## src/rtl/throw_power_meter.sv

```systemverilog
// Charge-and-release throw power meter: ramps power while the serving player
// holds the left button, freezes it on release and flags the throw until end_throw.
module throw_power_meter #(
  parameter int POWER_W     = 4,
  parameter int STEP_CYCLES = 2820000,
  parameter int MIN_POWER   = 0,
  parameter int MAX_POWER   = 15,
  parameter int MODE        = 0,
  parameter int PID_W       = 2
) (
  input  logic               clk60MHz,
  input  logic               rst,
  input  logic               left,
  input  logic [PID_W-1:0]   turn,
  input  logic [PID_W-1:0]   current_player,
  input  logic               end_throw,
  input  logic               abort,
  output logic [POWER_W-1:0] power,
  output logic               throw_flag,
  output logic               charging,
  output logic               release_pulse,
  output logic [1:0]         state_dbg
);

  localparam int CW = $clog2(STEP_CYCLES + 1);
  localparam logic [CW-1:0]      STEP_LAST = CW'(STEP_CYCLES - 1);
  localparam logic [POWER_W-1:0] MIN_P     = POWER_W'(MIN_POWER);
  localparam logic [POWER_W-1:0] MAX_P     = POWER_W'(MAX_POWER);

  typedef enum logic [1:0] {IDLE = 2'd0, CHARGE = 2'd1, HOLD = 2'd2} state_t;

  state_t             state_q, state_d;
  logic [POWER_W-1:0] power_q, power_d, power_step;
  logic [CW-1:0]      cnt_q, cnt_d;
  logic               dir_down_q, dir_down_d, dir_step;
  logic               armed_q, armed_d;
  logic               flag_q, flag_d;
  logic               pulse_q, pulse_d;
  logic               my_turn;

  assign my_turn = (turn == current_player);

  // Next power value for one ramp step; never leaves [MIN_P, MAX_P].
  always_comb begin
    power_step = power_q;
    dir_step   = dir_down_q;
    case (MODE)
      1: power_step = (power_q == MAX_P) ? MIN_P : power_q + 1'b1;
      2: begin
        if (!dir_down_q) begin
          if (power_q == MAX_P) begin
            dir_step   = 1'b1;
            power_step = power_q - 1'b1;
          end else begin
            power_step = power_q + 1'b1;
          end
        end else begin
          if (power_q == MIN_P) begin
            dir_step   = 1'b0;
            power_step = power_q + 1'b1;
          end else begin
            power_step = power_q - 1'b1;
          end
        end
      end
      default: if (power_q != MAX_P) power_step = power_q + 1'b1;
    endcase
  end

  always_comb begin
    state_d    = state_q;
    power_d    = power_q;
    cnt_d      = cnt_q;
    dir_down_d = dir_down_q;
    armed_d    = armed_q;
    flag_d     = 1'b0;
    pulse_d    = 1'b0;
    case (state_q)
      IDLE: begin
        power_d = '0;
        if (!left) begin
          armed_d = 1'b1;
        end else if (my_turn && armed_q && !abort) begin
          state_d    = CHARGE;
          power_d    = MIN_P;
          cnt_d      = '0;
          dir_down_d = 1'b0;
          armed_d    = 1'b0;
        end
      end
      CHARGE: begin
        if (abort || !my_turn) begin
          state_d = IDLE;
          power_d = '0;
          cnt_d   = '0;
        end else if (!left) begin
          // A step falling due on the release cycle is dropped.
          state_d = HOLD;
          cnt_d   = '0;
          flag_d  = 1'b1;
          pulse_d = 1'b1;
        end else if (cnt_q == STEP_LAST) begin
          cnt_d      = '0;
          power_d    = power_step;
          dir_down_d = dir_step;
        end else begin
          cnt_d = cnt_q + CW'(1);
        end
      end
      HOLD: begin
        if (end_throw) begin
          state_d = IDLE;
          power_d = '0;
        end else begin
          flag_d = 1'b1;
        end
      end
      default: begin
        state_d    = IDLE;
        power_d    = '0;
        cnt_d      = '0;
        dir_down_d = 1'b0;
        armed_d    = 1'b0;
      end
    endcase
  end

  always_ff @(posedge clk60MHz) begin
    if (rst) begin
      state_q    <= IDLE;
      power_q    <= '0;
      cnt_q      <= '0;
      dir_down_q <= 1'b0;
      armed_q    <= 1'b1;
      flag_q     <= 1'b0;
      pulse_q    <= 1'b0;
    end else begin
      state_q    <= state_d;
      power_q    <= power_d;
      cnt_q      <= cnt_d;
      dir_down_q <= dir_down_d;
      armed_q    <= armed_d;
      flag_q     <= flag_d;
      pulse_q    <= pulse_d;
    end
  end

  assign power         = power_q;
  assign throw_flag    = flag_q;
  assign release_pulse = pulse_q;
  assign charging      = (state_q == CHARGE);
  assign state_dbg     = state_q;

endmodule

```

## config.mk

```make
export PLATFORM = sky130hd
export DESIGN_NAME = throw_power_meter
export DESIGN_NICKNAME = d
export VERILOG_FILES = /design/src/rtl/throw_power_meter.sv
export SDC_FILE = /design/constraint.sdc
export NUM_CORES = 1
export LEC_CHECK = 0
export ABC_AREA = 1
export CAP_MARGIN = 20
export CELL_PAD_IN_SITES_DETAIL_PLACEMENT = 0
export CELL_PAD_IN_SITES_GLOBAL_PLACEMENT = 2
export CORE_AREA = 2 2 85 87
export CTS_CLUSTER_DIAMETER = 30
export DETAILED_ROUTE_END_ITERATION = 12
export DIE_AREA = 0 0 87 89
export PLACE_DENSITY_LB_ADDON = 0.15
export SLEW_MARGIN = 20
export SYNTH_ARGS = -nofsm -noshare
export SYNTH_HDL_FRONTEND = slang
export SYNTH_SLANG_ARGS = --single-unit
```

## constraint.sdc

```tcl
create_clock -name clk60MHz -period 1.85 [get_ports clk60MHz]
set_input_delay 0.37 -clock clk60MHz [delete_from_list [all_inputs] [get_ports clk60MHz]]
set_output_delay 0.37 -clock clk60MHz [all_outputs]
set_load 0.005 [all_outputs]
```

# Word-level counts from Yosys, hierarchy flattened

Cells that the tools add are included.

Flip-flop bits (word level): 31
Input bits: 9
Output and inout bits: 9
Logic and storage cells: 61

Add/sub/neg operators: 2
Eq/ne operators: 13
Multiplexer cells: 25
Bitwise gates (word level): 3
Reduce and logical (&&, ||, !) cells: 12

Operator list:

| cell                    | number |
|---|---|
| $mux W22                | 5 |
| $pmux W22 S3            | 1 |
| $add A22 B1 Y22 const B | 1 |
| $eq A22 B22 Y1 const B  | 1 |
| $mux W4                 | 5 |
| $mux W2                 | 5 |
| $pmux W4 S2             | 1 |
| $reduce_and A4 Y1       | 2 |
| $ne A2 B2 Y1 const B    | 3 |
| $ne A3 B1 Y1 const B    | 2 |
| $ne A3 B2 Y1 const B    | 2 |
| $pmux W2 S3             | 1 |
| $mux W1                 | 5 |
| $add A4 B1 Y4 const B   | 1 |
| $ne A4 B4 Y1 const B    | 1 |
| $pmux W1 S2             | 2 |
| $reduce_or A2 Y1        | 2 |
| $ne A3 B3 Y1 const B    | 1 |
| $not A1 Y1              | 3 |
| $reduce_and A3 Y1       | 1 |
| $eq A2 B1 Y1 const B    | 1 |
| $eq A2 B2 Y1            | 1 |
| $eq A2 B2 Y1 const B    | 1 |
| $logic_and A1 B1 Y1     | 2 |
| other kinds (4)         | 5 |

# Depth between registers and ports, before layout

Gate-level depths: netlist (run 1).

Depth in word-level cells: 6
Mapped depth: 13
Depth with buffers taken out: 12

# Worst setup path after synthesis (run 1)

OpenSTA, ideal clock, no wires.

Path kind: register to register
Start: register state_q[0] (netlist: state_dbg[0])
End: register power_q[0] (netlist: power[0])
Library setup time: 0.112 ns
Arrival: 1.388 ns
Required time: 1.738 ns
Setup slack: 0.351 ns
Stages on the path, launching flop included: 11
Buffers on the path: 0
Clock period less this slack: 1.499 ns
Cell sequence: dfxtp_1 inv_1 ha_1 inv_1 or2_2 o21ai_1 inv_1 nand2_1 inv_2 nor2_1 nor2_1

Longest elaborated chain between the ends: 3
Elaborated cells on any way between the ends: 8
Those cells by class: eq/ne: 6; mux: 1; reduce/logical: 1

Ends and longest elaborated chain:

| what                                                 | RTL line | source |
|---|---|---|
| start, declared                                      | 32       | `state_t state_q, state_d;` |
| start signal, assigned                               | 138      | `state_q <= state_d;` |
| $eq A2 B1 Y1 / $eq A2 B2 Y1 (equally long branches)  | 78       | `case (state_q)` |
| $ne A3 B1 Y1 (no line), or another cell as far along | --       |  |
| $reduce_and A4 Y1 (no line)                          | --       |  |
| end signal, assigned                                 | 139      | `power_q <= power_d;` |
| end, declared                                        | 33       | `logic [POWER_W-1:0] power_q, power_d, power_step;` |

Several ways; a longest one is shown, not always the timed one.
A chain may end at the register's enable or synchronous reset.

# Worst setup path in the final report (run 1)

Start: register state_q[0] (netlist: state_dbg[0])
End: output port charging

Longest elaborated chain between the ends: 1

Ends and longest elaborated chain:

| what          | RTL line | source |
|---|---|---|
| $eq A2 B1 Y1  | 151      | `assign charging = (state_q == CHARGE);` |
| end, declared | 20       | `output logic charging,` |

Every way passes these cells.

==> results of run 1 <==
-- state kept, by name (all words and copies together), names as in the netlist --
register       cells
armed_q            1
cnt_q             22
throw_flag         1
release_pulse      1
power              4
state_dbg          2
-- tightest hold or removal path: cells and delay by family (launching register included) --
kind | cells | cell delay (ps)
and+or+nand+nor | 1 | 70
AOI/OAI and AO/OA | 1 | 50
DFF | 1 | 340
-- power groups by stage --
| stage | registers [W] | clock network (W) | logic, W |
|---|---|---|---|
| final | 0.000730 | 0.000727 | 0.000865 |
| after global routing | 0.000736 | 0.000780 | 0.000974 |
| after CTS | 0.000727 | 0.000742 | 0.000859 |
| after detailed placement | 0.000741 | 0 | 0.000856 |
| after global placement | 0.000742 | 0 | 0.000852 |
| after floorplan | 0.000739 | 0 | 0.000561 |
-- cell usage in the layout, fill, tap and decap left out, types with 2 or more instances in the layout --
cell type and count:
nand4_1 10, clkdlybuf4s50_1 17, o21ai_1 6, buf_4 23
nor2_4 2, inv_1 47, o21ai_2 2, nand3_1 26
dfxtp_1 30, clkbuf_8 6, nand2_1 92, nor2_1 51
inv_2 3, nand2_4 3, xor2_1 2, ha_1 5
a21oi_1 11, nor2_2 5, o21ai_0 9, nor3_1 14
buf_12 2, nand2_2 3
-- area by class of cell --
type	instances	share of cell area
tap	80	0.0379
multi-input combinational	249	0.466
clock buffer	6	0.0313
sequential	31	0.235
timing repair buffer	42	0.145
inverter	50	0.0710
clock inverter	2	0.0133
-- cell families after synthesis --
family	Yosys count
AO/OA/AOI/OAI	30
buffers and inverters	58
adder cells (fa/ha/maj)	6
XOR/XNOR	4
flip-flops	31
AND/OR/NAND/NOR	209
-- worst max-delay path by stage --
stage,start,endpoint,slack (ps),cells after the start
5_1_grt,current_player[1],cnt_q[20],-2,13
3_3_place_gp,current_player[1],cnt_q[18],-180,10
2_1_floorplan,state_dbg[0],power[0],350,10
4_1_cts,state_dbg[1],charging,20,3
6_report,state_dbg[0],charging,90,2
3_5_place_dp,current_player[1],cnt_q[18],-180,10
-- metrics by stage --
| stage | setup slack [ps] | std cells |
|---|---|---|
| 5_1_grt | -2.20 | 460 |
| 4_1_cts | 20.6 | 460 |
| 2_1_floorplan | 351 | 338 |
| 3_5_place_dp | -184 | 452 |
| 3_3_place_gp | -182 | 452 |
| 6_report | 90.8 | 460 |
-- what timing repair did --
item,4_1_cts,5_1_grt
setup endpoints to repair,1,14
cloned,0,0
gates resized for setup,1,7
-- metal layers --
metal | track usage | vias up | share of wire
met1 | 0.195 | 954 | 0.44
met2 | 0.306 | 44 | 0.50
li1 | - | 1145 | -
met5 | 0 | - | 0
met4 | 0.0540 | 0 | 0.016
met3 | 0.0332 | 8 | 0.044
==> flow_metrics.tcl, run 1 <==
set metrics [dict create \
    worst_pin_slew_ps 299 \
    max-clock-path-buffers 2 \
    antenna_cells 0 \
    cp.required_ps 1480 \
    ys_warn_count 0 \
    grt_pass1_vias 2126 \
    nets 394 \
    p_leak_nw 1.12 \
    synth_mux_area_frac 0 \
    fp.dieH_um 89 \
    synth_flop_cell "dfxtp_1" \
    ios 18 \
    regArea_um2 622 \
    clk_latency_ps 290 \
    grt_util_all_layers 0.167 \
    synth_compound_area_frac 0.0791 \
    grt-ovfl-total 0 \
    clock_sinks 31 \
    utilization 0.393 \
    initial_utilization 0.306 \
    peakVddDrop_mv 0.410 \
    synth_top_family_by_area "simple AND/OR/NAND/NOR gates" \
    cts-htree-levels 2 \
    r2r-start "cnt_q[9]" \
    postCtsSetupBuffers 0 \
    crit_chain "ha_4 -> clkdlybuf4s50_1" \
    dr_total_vias 2151 \
    clk_pin_slew_worst_paths_ps 80 \
    skew_ps 8.96 \
    p_switching_w 0.000835 \
    syn_to_final_growth_pct 28.5 \
    drtPass1Iterations 5 \
    nFillCells 742 \
    multi_input_area_um2 1230 \
    cp-end-kind "output port" \
    synth_seq_cells 31 \
    critPathTopFamily "buffers and inverters" \
    gp_congestion 0.851 \
    synth-async-reset-ratio 0 \
    status "completed" \
    synth_top_cell_area_share 0.302 \
    hp-start "power[3]" \
    avgViaCountPerCell 4.68 \
    critical_path_buf_inv_count 1 \
    relSlewSlack 0.799 \
    synth.most_common_cell "nand2_1" \
    wirelength_mm 5.89 \
    hold_depth 2 \
    report.final.slew_viol_count 0 \
    max-cap-violations 0 \
    stdcell_area_um2 2640 \
    power.share.clock 0.313 \
    synth_top_area_cell "dfxtp_1" \
    syn_avg_cell_area_um2 6.09 \
    die_w_um 87 \
    drt_iter0_drc 100 \
    synth_cell_types 26 \
    synth_edf_count 0 \
    dieArea_um2 7740 \
    holdWs_ps 510 \
    setup_viol 0 \
    hold_buffers 0 \
    drc_errors 0 \
    syn_inst 338 \
    path_class "register to output port" \
    holdPathEnd "power[3]" \
    drtAntennaViolNets 0 \
    start_kind "register" \
    critPathSlowestCell "clkdlybuf4s50_1" \
    arrival_ps 1390 \
    switching_share 0.360 \
    fin_tns_setup_ps 0 \
    r2r-end "power[3]" \
    p_comb_frac 0.372 \
    cts_root_buf "clkbuf_8" \
    p_per_area_nw_per_um2 878 \
    drive_above_1_share 0.150 \
    internal_power_w 0.00149 \
    dpl_cell_area_um2 2490 \
    grt_pass1_wl_mm 9.83 \
    antenna_found_initial 0 \
    clock.fmax_mhz 568 \
    synth_commonest_cells "nand2_1, nor2_1, inv_1" \
    period_minus_slack_ps 1760 \
    finalCritPeriodShare 0.951 \
    r2r_cells 7 \
    synthAdderAreaFrac 0.0365 \
    ys_top_cells_by_area "dfxtp_1, nand2_1, nor2_1" \
    hold_viol 0 \
    finalPower_w 0.00232 \
    synthesis.area_um2 2060 \
    synth_nets 353 \
    synth_xor_area_frac 0.0170 \
    wl_per_cell_um 12.8 \
    grt_max_degree 21 \
    cts_made_buffers 5 \
    synth-simple-area-share 0.448 \
    r2r_setup_slack_ps 160 \
    yosysSeqAreaShare 0.302 \
    hp-class "register to register" \
    cts_tree "done" \
    core-area_um2 6720 \
    slowest_delay_ps 500 \
    dpl.hpwl_mm 4.62 \
    path_max_fanout 4 \
    port_buffers 17 \
    seqPwrFrac 0.315 \
    num_rows 30 \
]
(Power assumes the default switching activity.)
==> inputs of run 2 (changes only) <==
Settings changed: CTS_CLUSTER_DIAMETER 30 to default, PLACE_DENSITY from default to 0.82, PLACE_DENSITY_LB_ADDON 0.15 to default.
==> run 2 against run 1 <==
Effect of this change: combinational power grew 6.8%; largest power group unchanged; highest routed layer unchanged; clock skew shrank 6.0 ps; critical path depth is the same; hold slack lost 3.4 ps; final area shrank 0.95%; largest cell class unchanged.
==> flow_metrics.tcl, run 2 (same netlist as run 1, synthesis figures left out) <==
set metrics [dict create \
    status "completed" \
    die_w_um 87 \
    stdcell_area_um2 2620 \
    largest_register "cnt_q" \
    dieArea_um2 7740 \
    utilization 0.390 \
    cts_root_buf "clkbuf_8" \
    r2r_cells 9 \
    initial_utilization 0.306 \
    r2r-end "cnt_q[19]" \
    start_kind "register" \
    hp-class "register to register" \
    critPathLaunch "state_dbg[0]" \
    hold_viol 0 \
    p_per_area_nw_per_um2 829 \
    drc_errors 0 \
    final_cell_mix "nand2_1, nor2_1, inv_1" \
    avgViaCountPerCell 4.65 \
    wl_per_cell_um 12.3 \
    clk_latency_ps 280 \
    setup_viol 0 \
    clock.fmax_mhz 569 \
    dr_total_vias 2154 \
    max-cap-violations 0 \
    peakVddDrop_mv 0.400 \
    period_minus_slack_ps 1760 \
    cts-htree-levels 2 \
    syn_to_final_growth_pct 27.3 \
    drt_iter0_drc 90 \
    largest_reg_flops 22 \
    fp.dieH_um 89 \
    finalCritPeriodShare 0.950 \
    cp-end-kind "output port" \
    skew_ps 2.96 \
    drive_above_1_share 0.149 \
    clock_sinks 31 \
    layout_commonest_cell "nand2_1" \
    arrival_ps 1390 \
    r2r_setup_slack_ps 170 \
    antenna_cells 0 \
    worst_pin_slew_ps 267 \
    critPathTopFamily "buffers and inverters" \
    grt-ovfl-total 0 \
    gp_congestion 0.811 \
    r2r-start "state_dbg[0]" \
    relSlewSlack 0.821 \
    grt_max_degree 16 \
    holdWs_ps 506 \
    crit_cells 2 \
    slowest_delay_ps 500 \
    antenna_found_initial 0 \
    crit_chain "ha_4 -> clkdlybuf4s50_1" \
    nets 397 \
    wirelength_mm 5.71 \
    port_buffers 17 \
    grt_pass1_vias 2125 \
    drtAntennaViolNets 0 \
    dpl.hpwl_mm 4.62 \
    p_leak_nw 1.11 \
    critPathSlowestCell "clkdlybuf4s50_1" \
    drtPass1Iterations 4 \
    grt_pass1_wl_mm 9.52 \
    worstSetupEndpoint "charging" \
    clk_pin_slew_worst_paths_ps 60 \
    path_max_fanout 4 \
    dpl_cell_area_um2 2490 \
    report.final.slew_viol_count 0 \
    rsz0062_at_grt "no" \
    path_class "register to output port" \
    hold_depth 2 \
    core-area_um2 6720 \
    max-clock-path-buffers 2 \
    critical_path_buf_inv_count 1 \
    grt_util_all_layers 0.158 \
    fin_tns_setup_ps 0 \
    cts_made_buffers 5 \
    cts_tree "done" \
    cp.required_ps 1480 \
    nFillCells 754 \
    ios 18 \
    num_rows 30 \
]
run 2: what timing repair did:
item / CTS / global route
hold buffers: 0 / 0
pin swaps: 0 / 1
buffers inserted: 0 / 1
setup endpoints to repair: 1 / 15
resized for setup: 1 / 5
run 2: cell type report:
type,count,area [um^2],share of cell area
Timing Repair Buffer,45,405,0.155
Multi-Input combinational cell,249,1220,0.467
Tap cell,80,100,0.0382
Inverter,50,188,0.0717
Sequential cell,31,621,0.237
Clock inverter,1,5.00,0.00191
Clock buffer,7,76.3,0.0292
run 2: layer usage:
layer | track usage | wire length, um | vias to the layer above
li1 | - | - | 1149
met1 | 0.184 | 2540 | 950
met2 | 0.286 | 2880 | 47
met3 | 0.0342 | 198 | 8
met4 | 0.0582 | 95 | 0
met5 | 0 | 0 | -
run 2: power breakdown:
group | internal (W) | switching, W | total [W]
clock network | 0.000264 | 0.000249 | 0.000513
registers | 0.000699 | 0.0000341 | 0.000733
logic | 0.000395 | 0.000529 | 0.000924
total | 0.00136 | 0.000812 | 0.00217
run 2: how the worst min path moves through the flow:
stage | startpoint | endpoint
final | power[3] | power[3]
after global routing | armed_q | armed_q
after CTS | power[3] | power[3]
after detailed placement | power[3] | power[3]
after global placement | power[3] | power[3]
after floorplan | cnt_q[16] | cnt_q[16]
run 2: metrics by stage:
stage,total power [W],setup slack (ps),cells
after global routing,0.00234,4.37,463
after CTS,0.00213,18.4,462
final,0.00217,92.8,463
after global placement,0.00159,-188,454
after detailed placement,0.00159,-227,454
after floorplan,0.00130,351,338
run 2: worst register-to-register path, delay by kind of cell, from the launching register on:
kind / cells / cell delay, ps
and+or+nand+nor: 6 / 630
DFF: 1 / 420
adders and majority gates: 1 / 290
buffers and inverters: 2 / 260
==> inputs of run 3 (changes only) <==
Settings changed: RECOVER_POWER from default to 100, SLEW_MARGIN 20 to 10.
==> run 3 against run 2 <==
Effect of this change: clock skew hardly changed; core utilization hardly changed; non-clock buffer count stayed put; largest cell class unchanged; setup slack better by 10 ps; first-iteration DRC count is 3.3% lower; count of clock-buffer cells in the layout stayed put; largest power group unchanged; via count stayed put.
==> flow_metrics.tcl, run 3 (same netlist as run 1, synthesis figures left out) <==
set metrics [dict create \
    skew_ps 2.98 \
    die_w_um 87 \
    utilization 0.389 \
    cts_tree "done" \
    finalCritPeriodShare 0.944 \
    peakVddDrop_mv 0.396 \
    period_minus_slack_ps 1750 \
    holdWs_ps 503 \
    worst_pin_slew_ps 267 \
    hold_buffers 0 \
    drt_iter0_drc 87 \
    drtAntennaViolNets 0 \
    fp.dieH_um 89 \
    internal_power_w 0.00135 \
    antenna_cells 0 \
    cp.required_ps 1480 \
    syn_to_final_growth_pct 27.1 \
    largest_reg_flops 22 \
    seqPwrFrac 0.339 \
    start_kind "register" \
    cp-end-kind "output port" \
    grt_max_degree 16 \
    grt_util_all_layers 0.158 \
    p_comb_frac 0.423 \
    cts-htree-levels 2 \
    core-area_um2 6720 \
    clock_sinks 31 \
    nFillCells 754 \
    hp-class "register to register" \
    rsz0062_at_grt "no" \
    dr_total_vias 2154 \
    layout_commonest_cell "nand2_1" \
    port_buffers 17 \
    arrival_ps 1380 \
    wirelength_mm 5.70 \
    switching_share 0.375 \
    max-clock-path-buffers 2 \
    drive_above_1_share 0.146 \
    cts_made_buffers 5 \
    num_rows 30 \
    max-cap-violations 0 \
    status "completed" \
    drtPass1Iterations 4 \
    path_class "register to output port" \
    cts_root_buf "clkbuf_8" \
    clk_latency_ps 280 \
    setup_viol 0 \
    p_leak_nw 1.14 \
    nets 397 \
    r2r_setup_slack_ps 170 \
    antenna_found_initial 0 \
    final_cell_mix "nand2_1, nor2_1, inv_1" \
    path_max_fanout 4 \
    power.share.clock 0.238 \
    clock.fmax_mhz 572 \
    drc_errors 0 \
    dieArea_um2 7740 \
    wl_per_cell_um 12.3 \
    largest_register "cnt_q" \
    ios 18 \
    grt-ovfl-total 0 \
    p_switching_w 0.000809 \
    avgViaCountPerCell 4.65 \
    grt_pass1_vias 2125 \
    report.final.slew_viol_count 0 \
    clk_pin_slew_worst_paths_ps 60 \
    initial_utilization 0.306 \
    dpl.hpwl_mm 4.62 \
    grt_pass1_wl_mm 9.52 \
    relSlewSlack 0.821 \
    gp_congestion 0.811 \
    p_per_area_nw_per_um2 825 \
    hold_viol 0 \
]
-- run 3: changes by cell type in the layout (fill, tap and decap cells not counted) --
cell / previous run / this run
o21ai_0: 9 / 10
o21ai_1: 6 / 5
clkbuf_4: 0 / 1
nand2_1: 91 / 92
nand2_2: 4 / 3
buf_4: 26 / 25
dlygate4sd3_1: 0 / 8
clkdlybuf4s50_1: 17 / 9
-- run 3: area by class of cell --
cell class / instances / area (um^2) / share of cell area
clock buffers: 7 / 76.3 / 0.0292
clock inverters: 1 / 5.00 / 0.00191
inverters: 50 / 188 / 0.0718
multi-input cells: 249 / 1220 / 0.467
flip-flops and latches: 31 / 621 / 0.237
well taps: 80 / 100 / 0.0383
repair buffers: 45 / 405 / 0.155
-- run 3: repair_timing --
action                                  in CTS  in global routing
endpoints found under the setup margin       1                 15
hold endpoints to repair                     0                  0
buffers inserted                             0                  1
resized for setup                            1                  5
pin swaps                                    0                  1
-- run 3: per-layer routing --
metal | up-vias | routed length (um) | track usage
li1 | 1149 | - | -
met1 | 950 | 2530 | 0.184
met2 | 47 | 2880 | 0.286
met3 | 8 | 198 | 0.0342
met4 | 0 | 95 | 0.0582
met5 | - | 0 | 0
-- run 3: power groups by stage --
stage | combinational, W | sequential, W | clock (W)
floorplan | 0.000561 | 0.000739 | 0
global placement | 0.000845 | 0.000742 | 0
detailed placement | 0.000848 | 0.000742 | 0
CTS | 0.000856 | 0.000728 | 0.000543
global route | 0.00101 | 0.000736 | 0.000585
finish | 0.000913 | 0.000732 | 0.000513
-- run 3: metrics by stage --
step	setup WS (ps)	std cells	TNS, ps	area, um^2	power (W)
after CTS	18.4	462	0	2570	0.00213
after global placement	-188	454	-3420	2490	0.00159
after global routing	1.67	463	0	2620	0.00233
after floorplan	351	338	0	2060	0.00130
after detailed placement	-227	454	-4280	2490	0.00159
final	103	463	0	2620	0.00216
-- run 3: path summary, 6_finish.rpt --
kind	to	start	cells past startpoint
worst min register to register	power[3]	power[3]	2
worst min-delay path	power[3]	power[3]	2
worst max register to register	power[3]	cnt_q[9]	7
worst max-delay path	charging	state_dbg[0]	2
-- run 3: critical path, stage by stage, from the launching register on --
cell	delay [ps]
dfxtp_1	410
ha_4	180
clkdlybuf4s50_1	500
